### src/rtl/uart_tx_fifo.sv
// 8N1 UART transmitter fed by a byte FIFO; bytes go out LSB first, back-to-back
// with no idle gap while the FIFO holds data.
module uart_tx_fifo #(
  parameter int unsigned CLKS_PER_BIT = 217,
  parameter int unsigned FIFO_DEPTH   = 8
) (
  input  logic                             clk_i,
  input  logic                             rst_i,
  input  logic [7:0]                       tx_data_i,
  input  logic                             tx_valid_i,
  output logic                             tx_ready_o,
  output logic                             tx_serial_o,
  output logic                             tx_active_o,
  output logic                             tx_done_o,
  output logic [$clog2(FIFO_DEPTH+1)-1:0]  fifo_count_o
);

  localparam int unsigned PtrW  = $clog2(FIFO_DEPTH);
  localparam int unsigned CntW  = $clog2(FIFO_DEPTH + 1);
  localparam int unsigned BaudW = $clog2(CLKS_PER_BIT);

  localparam logic [BaudW-1:0] BaudLast = BaudW'(CLKS_PER_BIT - 1);
  localparam logic [BaudW-1:0] BaudDone = BaudW'(CLKS_PER_BIT - 2);
  localparam logic [CntW-1:0]  CntFull  = CntW'(FIFO_DEPTH);

  typedef enum logic [1:0] {StIdle, StStart, StData, StStop} state_e;

  logic [7:0]       mem_q [FIFO_DEPTH];
  logic [PtrW-1:0]  wr_ptr_q, rd_ptr_q;
  logic [CntW-1:0]  count_q, count_d;
  state_e           state_q;
  logic [BaudW-1:0] baud_q;
  logic [2:0]       bit_idx_q;
  logic [7:0]       shift_q;
  logic             serial_q, active_q, done_q, ready_q;
  logic             push, pop, baud_last;

  assign baud_last = (baud_q == BaudLast);
  assign push      = tx_valid_i & ready_q;
  // The FSM takes a new byte either from idle or on the last stop-bit cycle.
  assign pop       = (count_q != '0) &
                     ((state_q == StIdle) | ((state_q == StStop) & baud_last));

  always_comb begin
    count_d = count_q;
    if (push && !pop) begin
      count_d = count_q + 1'b1;
    end else if (pop && !push) begin
      count_d = count_q - 1'b1;
    end
  end

  always_ff @(posedge clk_i) begin
    if (push) begin
      mem_q[wr_ptr_q] <= tx_data_i;
    end
  end

  always_ff @(posedge clk_i or posedge rst_i) begin
    if (rst_i) begin
      state_q   <= StIdle;
      baud_q    <= '0;
      bit_idx_q <= '0;
      shift_q   <= '0;
      serial_q  <= 1'b1;
      active_q  <= 1'b0;
      done_q    <= 1'b0;
      ready_q   <= 1'b1;
      count_q   <= '0;
      wr_ptr_q  <= '0;
      rd_ptr_q  <= '0;
    end else begin
      count_q <= count_d;
      ready_q <= (count_d != CntFull);
      // Registered one cycle early so the pulse lands on the final stop-bit cycle.
      done_q  <= (state_q == StStop) && (baud_q == BaudDone);
      if (push) begin
        wr_ptr_q <= wr_ptr_q + 1'b1;
      end
      if (pop) begin
        rd_ptr_q <= rd_ptr_q + 1'b1;
        shift_q  <= mem_q[rd_ptr_q];
      end
      baud_q <= baud_last ? '0 : baud_q + 1'b1;
      unique case (state_q)
        StIdle: begin
          baud_q <= '0;
          if (pop) begin
            state_q  <= StStart;
            serial_q <= 1'b0;
            active_q <= 1'b1;
          end
        end
        StStart: begin
          if (baud_last) begin
            state_q   <= StData;
            bit_idx_q <= '0;
            serial_q  <= shift_q[0];
          end
        end
        StData: begin
          if (baud_last) begin
            if (bit_idx_q == 3'd7) begin
              state_q  <= StStop;
              serial_q <= 1'b1;
            end else begin
              bit_idx_q <= bit_idx_q + 1'b1;
              serial_q  <= shift_q[1];
              shift_q   <= shift_q >> 1;
            end
          end
        end
        StStop: begin
          if (baud_last) begin
            if (pop) begin
              state_q  <= StStart;
              serial_q <= 1'b0;
            end else begin
              state_q  <= StIdle;
              active_q <= 1'b0;
            end
          end
        end
        default: state_q <= StIdle;
      endcase
    end
  end

  assign tx_ready_o   = ready_q;
  assign tx_serial_o  = serial_q;
  assign tx_active_o  = active_q;
  assign tx_done_o    = done_q;
  assign fifo_count_o = count_q;

endmodule

### config.mk
export PLATFORM = sky130hd
export DESIGN_NAME = uart_tx_fifo
export DESIGN_NICKNAME = d
export VERILOG_FILES = /design/src/rtl/uart_tx_fifo.sv
export SDC_FILE = /design/constraint.sdc
export NUM_CORES = 1
export LEC_CHECK = 0
export ABC_AREA = 1
export CORE_MARGIN = 2
export CORE_UTILIZATION = 35
export CTS_CLUSTER_DIAMETER = 50
export DETAILED_ROUTE_END_ITERATION = 10
export PLACE_DENSITY_LB_ADDON = 0.05
export SETUP_SLACK_MARGIN = 0.1
export SLEW_MARGIN = 20
export SYNTH_ARGS = -nofsm -noshare
export SYNTH_HDL_FRONTEND = slang
export SYNTH_SLANG_ARGS = --single-unit
export TNS_END_PERCENT = 100
### constraint.sdc
create_clock -name clk_i -period 2.29 [get_ports clk_i]
set_clock_uncertainty 0.2 [all_clocks]
set_input_delay 0.458 -clock clk_i [delete_from_list [all_inputs] [get_ports clk_i]]
set_output_delay 0.458 -clock clk_i [all_outputs]
set_load 0.02 [all_outputs]
# Word level (Yosys, flattened, before mapping)
# Memory sizes are Yosys's and may differ from the RTL's.
# Cells that the tools add are included.
# totals
reg_bits,35
latch_bits,0
ramBits,64
romBits,0
input_bits,11
output_inout_bits,8
mem_count,1
# memory_table
name,words,width,read_ports,rd_ports_with_merged_regs,wr,line,rtl
mem_q,8,8,1,0,1,28,logic [7:0] mem_q [FIFO_DEPTH];
# classes
n_addsub,6
multipliers,0
n_div,0
n_lt_le_gt_ge,0
n_eq_ne,14
shift,0
muxes,31
bitwise_logic,4
reduce_logical,13
# ops
operator,count
8-bit two-way mux,6
8-bit == test (second input constant),2
2-bit inequality test (second input constant),7
1-bit two-way mux,11
2-bit two-way mux,5
3-bit by 1-bit adder with 3-bit output (second input constant),3
3-bit two-way mux,3
8-bit by 1-bit adder with 8-bit output (second input constant),1
4-bit two-way mux,2
2-bit case mux with 4 select lines,1
4-bit AND reduction,2
3-bit case mux with 2 select lines,1
5-bit AND reduction,1
4-bit by 1-bit adder with 4-bit output (second input constant),1
2-bit == test (second input constant),2
4-bit inequality test (second input constant),1
1-bit case mux with 4 select lines,1
2-bit nonzero test,2
4-bit nonzero test,1
4-bit by 1-bit subtractor with 4-bit output (second input constant),1
1-bit bitwise AND,3
3-bit == test (second input constant),1
1-bit logical AND,3
3-bit AND reduction,1
5 further kinds,6

# Depth between registers and ports, before layout
# Gate-level depths: netlist of the first run.
# logic_depth
ltp_word,8
mapped_depth,13
mapped_depth_nobuf,13

# Least setup slack after synthesis of the first run
# No wires, ideal clock.
# synth_timing
kind,register to register
startpoint,"register ready_q, in the netlist tx_ready_o"
endpoint,"memory mem_q[4][0], enable pin"
setup_ns,0.370
arrival_time_ns,1.418
path_slack_ns,0.301
path_stages_with_launch,4
n_path_buf,0
synth_period_minus_slack_ns,1.989
path_cell_list,dfstp_2 -> nand2_1 -> or2_2 -> nor2_1
# synth_between
elab_chain_cells,3
# synth_rtl
element,line,rtl
start: declaration,35,"logic serial_q, active_q, done_q, ready_q;"
start signal: assignment,74,ready_q <= (count_d != CntFull);
1-bit bitwise AND,39,assign push = tx_valid_i & ready_q;
1-bit two-way mux,54,if (push) begin
1-bit two-way mux (not written as such),55,mem_q[wr_ptr_q] <= tx_data_i;
end: declaration,28,
# Every way passes these cells.

# Final worst setup path of the first run
# layout_timing
startpoint,"register serial_q, in the netlist tx_serial_o"
endpoint,output port tx_serial_o
# layout_lines
element,line,rtl
start: declaration,35,
start signal: assignment,98,serial_q <= shift_q[0];
start signal: assignment,108,serial_q <= shift_q[1];
end: declaration,12,"output logic tx_serial_o,"
# No word-level cell between the ends.

==> flow_summary.yaml, run 1 <==
synth:
  synth_area_um2: 4400
  ys_seq_area_frac: 0.637
  synth_top_cell_by_area: "edfxtp_1"
  synth_area_leaders: "edfxtp_1 (44%), dfrtp_1 (19%), nor2_1 (5.6%)"
  synthArstFlopShare: 0.354
  synth_top_family_by_area: "simple AND/OR/NAND/NOR gates"
  synth_xor_area_frac: 0.0137
  synth_edf_count: 64
  synthCells: 397
  synth-compound-area-share: 0.108
  synth_fp_nets: 421
  synth-simple-area-share: 0.154
  synth-seq-cells: 99
  syn_avg_cell_area_um2: 11.1
  synth_most_common_cell: "nor2_1"
  synth_cell_types: 36
  synth_top_area_share: 0.437
  ys_warn_count: 0
  synth_flop_cell: "edfxtp_1"
  yosys.area_share.adder: 0.0370
  yosys-mux-area-fraction: 0
  synth_common_cells: "nor2_1 (66), edfxtp_1 (64), nand2_1 (43)"
cells_and_area:
  fillCellCount: 1143
  area_growth_pct: 16.6
  diodes: 0
  fin_util: 0.422
  multi_input_area_um2: 1380
  drive_gt1_frac: 0.122
  nets: 453
  seqCellArea_um2: 2800
pwr:
  fin_total_pwr_mw: 4.51
  p_leak_nw: 2.00
  power_density_nw_per_um2: 880
  peakVddDrop_uv: 531
sta:
  grt_setup_unrepaired: "true"
  finalCritPeriodShare: 0.931
  maxSlewViolCount: 0
  slew_headroom: 0.669
  max_freq_mhz: 469
  worst_slew_pin_slew_ps: 496
  finalSetupViolCount: 0
  period_needed_ps: 2130
  final.setup.tns_ps: 0
  hold_viol: 0
critical_path:
  rr_startpoint: "fifo_count_o[0]"
  critical_path.max_stage_delay_ps: 590
  crit_fanout: 2
  worst-path-stages: 1
  path_cells: "clkdlybuf4s50_1"
  worstSetupEndpoint: "tx_serial_o"
  critPathSlowestCell: "clkdlybuf4s50_1"
  startpoint_type: "flip-flop"
  startpoint: "tx_serial_o"
  worstPathArrival_ps: 1470
  critical_path_class: "reg -> out"
  cp_num_buf_inv: 1
  critPathRequiredTime_ps: 1630
  endpoint_kind: "output pin"
  crit_family: "buffers and inverters"
  reg2reg_depth: 9
  r2r_slack_ps: 280
  rr_endpoint: "tx_serial_o"
detailed_routing:
  viasPerCell: 4.84
  drc: 0
  drt_wl_total_um: 9530
  vias: 2913
  wl_per_cell_um: 15.8
  drtIter0Drc: 204
  firstDrtPassIters: 4
  final_antenna_net_count: 0
status:
  status: "complete, no violations"
placed_design:
  io_buffers: 18
  dpl.hpwl_um: 6580
  gp_congestion: 0.775
clock_network:
  cts_max_path_buffers: 2
  h-tree-depth: 3
  worst_skew_pair.late_latency_ps: 350
  numCtsBuffers: 9
  path_clk_slew_ps: 70
  cts.hold.buffers_added: 0
  numClockSinks: 99
  cts_tree: "yes"
  cts-root-buf: "clkbuf_16"
floorplanning:
  row_count: 40
  dieHeight_um: 116
  core_um2: 12200
  top_level_ports: 19
  die_area_um2: 13500
  initial_core_util: 0.362
  die_w_um: 116
global_route:
  antenna_found_initial: 0
  first_global_vias: 2854
  grt_max_degree: 36
  grt_pass1_wl_um: 15200
  grtUsageTotal: 0.155
  overflow: 0
min_path:
  min-delay-path-class: "reg -> reg"
flow_run:
  drv_cap: 0
==> report_power, final <==
group          internal, mW  switching [mW]  total (mW)
sequential             2.14           0.117        2.26
clock                 0.861           0.683        1.54
combinational         0.285           0.428       0.714
==> kinds of logic (layout without fill, tap and decap cells) <==
| kind of cell | Yosys count | count (layout) |
|---|---|---|
| AOI/OAI and AO/OA | 82 | 82 |
| xor gates and xnor gates | 6 | 6 |
| adders and majority gates | 13 | 13 |
| buffers and inverters | 48 | 85 |
| DFF | 99 | 99 |
| and+or+nand+nor | 149 | 149 |
==> through the flow <==
stage	hold slack (ps)	worst slack (ps)	instance area [µm²]	instances
3_5_place_dp	283	162	4820	585
2_1_floorplan	250	301	4400	397
6_report	290	158	5130	602
4_1_cts	294	103	5120	601
3_3_place_gp	274	157	4820	585
5_1_grt	313	67.8	5130	602
==> how the worst min path moves through the flow <==
stage	slack [ps]	end	startpoint	depth (start not counted)
final	290	tx_serial_o	tx_serial_o	2
after global routing	310	baud_q[0]	baud_q[0]	1
after CTS	290	tx_serial_o	tx_serial_o	2
after detailed placement	280	tx_serial_o	tx_serial_o	2
after global placement	270	tx_serial_o	tx_serial_o	2
after floorplan	250	baud_q[0]	baud_q[0]	1
==> cell usage in the layout (no fill, tap or decap), drive strengths merged, types with 2 or more instances in the layout <==
cell and count:
nor3 4, ha 13, a21oi 20, clkinv 3, nor2 68, edfxtp 64
clkdlybuf4s50 17, o22ai 2, nor3b 4, buf 17, dfrtp 33, dfstp 2
a22o 2, o21ai 43, nand3 17, nand4 3, inv 35, xor2 6
nand2 51, o221ai 13, clkbuf 10
==> what timing repair did <==
item	in CTS	in global routing
pin swaps	0	0
endpoints found under the setup margin	1	2
gates resized for setup	1	1
setup buffers	0	1
==> routing by layer <==
metal,share of wire,vias to the layer above,track usage,routed length (µm)
met5,0,-,0,0
met3,0.051,12,0.0488,483
met4,0.015,0,0.0492,146
li1,-,1440,-,-
met2,0.47,59,0.243,4510
met1,0.46,1402,0.206,4390
==> sequential cells by signal (all words and copies together) (netlist names), 2 cells and up <==
name / cells
bit_idx_q: 3
wr_ptr_q: 3
shift_q: 8
mem_q: 64
baud_q: 8
rd_ptr_q: 3
fifo_count_o: 4
state_q: 2
==> cell type report <==
type                    instances  area share
repair buffers                 35      0.0605
flip-flops and latches         99       0.546
clock buffers                  10      0.0446
inverters                      34      0.0251
multi-input cells             250       0.269
clock inverters                 6      0.0139
well taps                     168      0.0410
(Power assumes the default switching activity.)
==> run 2, diff against run 1 <==
--- a/config.mk
+++ b/config.mk
@@ -5,7 +5,6 @@
 export SDC_FILE = /design/constraint.sdc
 export NUM_CORES = 1
 export LEC_CHECK = 0
-export ABC_AREA = 1
 export CORE_MARGIN = 2
 export CORE_UTILIZATION = 35
 export CTS_CLUSTER_DIAMETER = 50
==> constraint.sdc (replaced) <==
create_clock -name clk_i -period 2.29 [get_ports clk_i]
set_clock_uncertainty 0.2 [all_clocks]
set_input_delay 0.458 -clock clk_i [delete_from_list [all_inputs] [get_ports clk_i]]
set_output_delay 0.458 -clock clk_i [all_outputs]
set_load 0.01 [all_outputs]
==> flow_summary.yaml, run 2 <==
status:
  status: "complete, no violations"
cells_and_area:
  final_common_cell: "edfxtp_1"
  fin_util: 0.427
  layout_common_cells: "edfxtp_1 (64), dfrtp_1 (33), nand2_1 (30), buf_4 (21), clkdlybuf4s50_1 (18)"
  nets: 358
  largest_register: "mem_q"
  diodes: 0
  area_growth_pct: 18.8
  largest_reg_flops: 64
  reg_top3: "mem_q (64), baud_q (8), shift_q (8)"
  drive_gt1_frac: 0.212
sta:
  slew_headroom: 0.687
  grt_setup_unrepaired: "false"
  worst_slew_pin_slew_ps: 469
  period_needed_ps: 2100
  maxSlewViolCount: 0
  hold_viol: 0
  max_freq_mhz: 477
  finalSetupViolCount: 0
  final.setup.tns_ps: 0
  finalCritPeriodShare: 0.916
detailed_routing:
  top_layer: "met4"
  wl_per_cell_um: 15.6
  route.met3.wl_um: 213
  vias: 2391
  final_antenna_net_count: 0
  drt_wl_total_um: 7560
  drtIter0Drc: 118
  drt-met1-wl_um: 3420
  firstDrtPassIters: 4
  viasPerCell: 4.92
  wl_met2_um: 3800
  drc: 0
min_path:
  min-delay-path-class: "reg -> reg"
  min_path_cells: 1
  worstHoldEndpoint: "baud_q[0]"
  hold_start: "baud_q[0]"
floorplanning:
  die_area_um2: 13200
  initial_core_util: 0.359
  core_um2: 12000
  dieHeight_um: 115
  top_level_ports: 19
  row_count: 40
  die_w_um: 115
pwr:
  p_leak_nw: 1.88
  power_density_nw_per_um2: 886
  peakVddDrop_uv: 571
global_route:
  grt_pass1_wl_um: 12500
  antenna_found_initial: 0
  grt_max_degree: 36
  overflow: 0
  grtUsageTotal: 0.127
  first_global_vias: 2381
critical_path:
  crit_fanout: 7
  cp_num_buf_inv: 1
  endpoint_kind: "output pin"
  critical_path.max_stage_delay_ps: 600
  startpoint: "fifo_count_o[2]"
  rr_startpoint: "baud_q[0]"
  startpoint_type: "flip-flop"
  worstPathArrival_ps: 1440
  r2r_slack_ps: 210
  crit_family: "buffers and inverters"
  reg2reg_depth: 8
  critPathRequiredTime_ps: 1630
  rr_endpoint: "state_q[0]"
  critPathSlowestCell: "clkdlybuf4s50_1"
  critical_path_class: "reg -> out"
  path_cells: "clkdlybuf4s50_1"
clock_network:
  worst_skew_pair.late_latency_ps: 340
  path_clk_slew_ps: 70
  h-tree-depth: 3
  numClockSinks: 99
  cts_max_path_buffers: 2
  cts-root-buf: "clkbuf_16"
  cts.hold.buffers_added: 0
  cts_tree: "yes"
  numCtsBuffers: 9
synth:
  synthCells: 294
  synth_cell_types: 47
  synthArstFlopShare: 0.354
  synth_fp_nets: 318
  synth_top_cell_by_area: "edfxtp_1"
  synth_flop_cell: "edfxtp_1"
  syn_avg_cell_area_um2: 14.7
  ys_seq_area_frac: 0.649
  synth_most_common_cell: "edfxtp_1"
  synth_top_area_share: 0.445
  ys_warn_count: 0
  synth_area_leaders: "edfxtp_1 (45%), dfrtp_1 (19%), mux4_2 (8.4%)"
  synth-seq-cells: 99
  synth_edf_count: 64
  synth_area_um2: 4310
  synth_common_cells: "edfxtp_1 (64), dfrtp_1 (33), nand2_1 (30)"
placed_design:
  dpl.hpwl_um: 5350
  gp_congestion: 0.754
  io_buffers: 18
flow_run:
  drv_cap: 0
run 2: changes by cell type in the layout (fill, tap and decap cells not counted), moves of 13 or more:
| cell | delta |
|---|---|
| a21oi_1 | -13 |
| inv_1 | -19 |
| mux4_2 | +16 |
| nand2_1 | -13 |
| nor2_1 | -51 |
| o21ai_0 | -20 |
| o221ai_1 | -13 |
run 2: final cells by class:
type / instances / area [µm²]
clock buffers: 11 / 233
clock inverters: 5 / 45.0
fillers: 1090 / 6890
inverters: 10 / 37.5
multi-input cells: 173 / 1450
flip-flops and latches: 99 / 2800
well taps: 147 / 184
repair buffers: 41 / 378
run 2: per-layer routing:
layer	GRT usage	vias to the layer above
met4	0.0506	0
met5	0	-
met1	0.156	1183
li1	-	1172
met3	0.0364	9
met2	0.212	27
run 2: worst max-delay path by stage:
stage | endpoint | slack (ps) | depth (start not counted)
floorplan | tx_ready_o | 160 | 8
global placement | tx_ready_o | 10 | 5
detailed placement | tx_ready_o | 6 | 5
CTS | state_q[0] | 100 | 8
global route | state_q[0] | 110 | 8
finish | fifo_count_o[2] | 190 | 1
run 2: through the flow:
stage          worst slack [ps]  area (µm²)  hold WS, ps  power, mW  instances
2_1_floorplan               161        4330          245       2.79        294
5_1_grt                     107        5120          276       4.78        486
3_3_place_gp               10.4        4820          255       3.17        469
4_1_cts                     104        5100          294       4.61        485
3_5_place_dp               6.14        4820          270       3.17        469
6_report                    191        5120          256       4.54        486
run 2: cells by family after synthesis:
kind of cell	after synthesis	share of synthesized area
buf+inv	22	0.0215
flops	99	0.649
mux	27	0.110
xor+xnor	15	0.0305
simple gates	76	0.0859
fa+ha+maj	14	0.0403
compound gates	41	0.0629
run 2: worst register-to-register path, cell delays in order, from the launching register on:
cell       delay (ps)
dfrtp_1           370
inv_1              50
ha_1              180
and3b_4           200
a31oi_4           210
nor2_2             60
buf_4             210
a2111oi_1         410
a21oi_1            70
run 2: what timing repair did:
item,in CTS,in global routing
endpoints found under the setup margin,0,4
buffers inserted,0,1
resized for setup,0,8
run 2: report_power, final:
group / leakage, nW / total (mW) / switching, mW / internal, mW
sequential: 1.00 / 2.31 / 0.140 / 2.17
combinational: 0.742 / 0.821 / 0.420 / 0.401
clock: 0.133 / 1.42 / 0.661 / 0.755
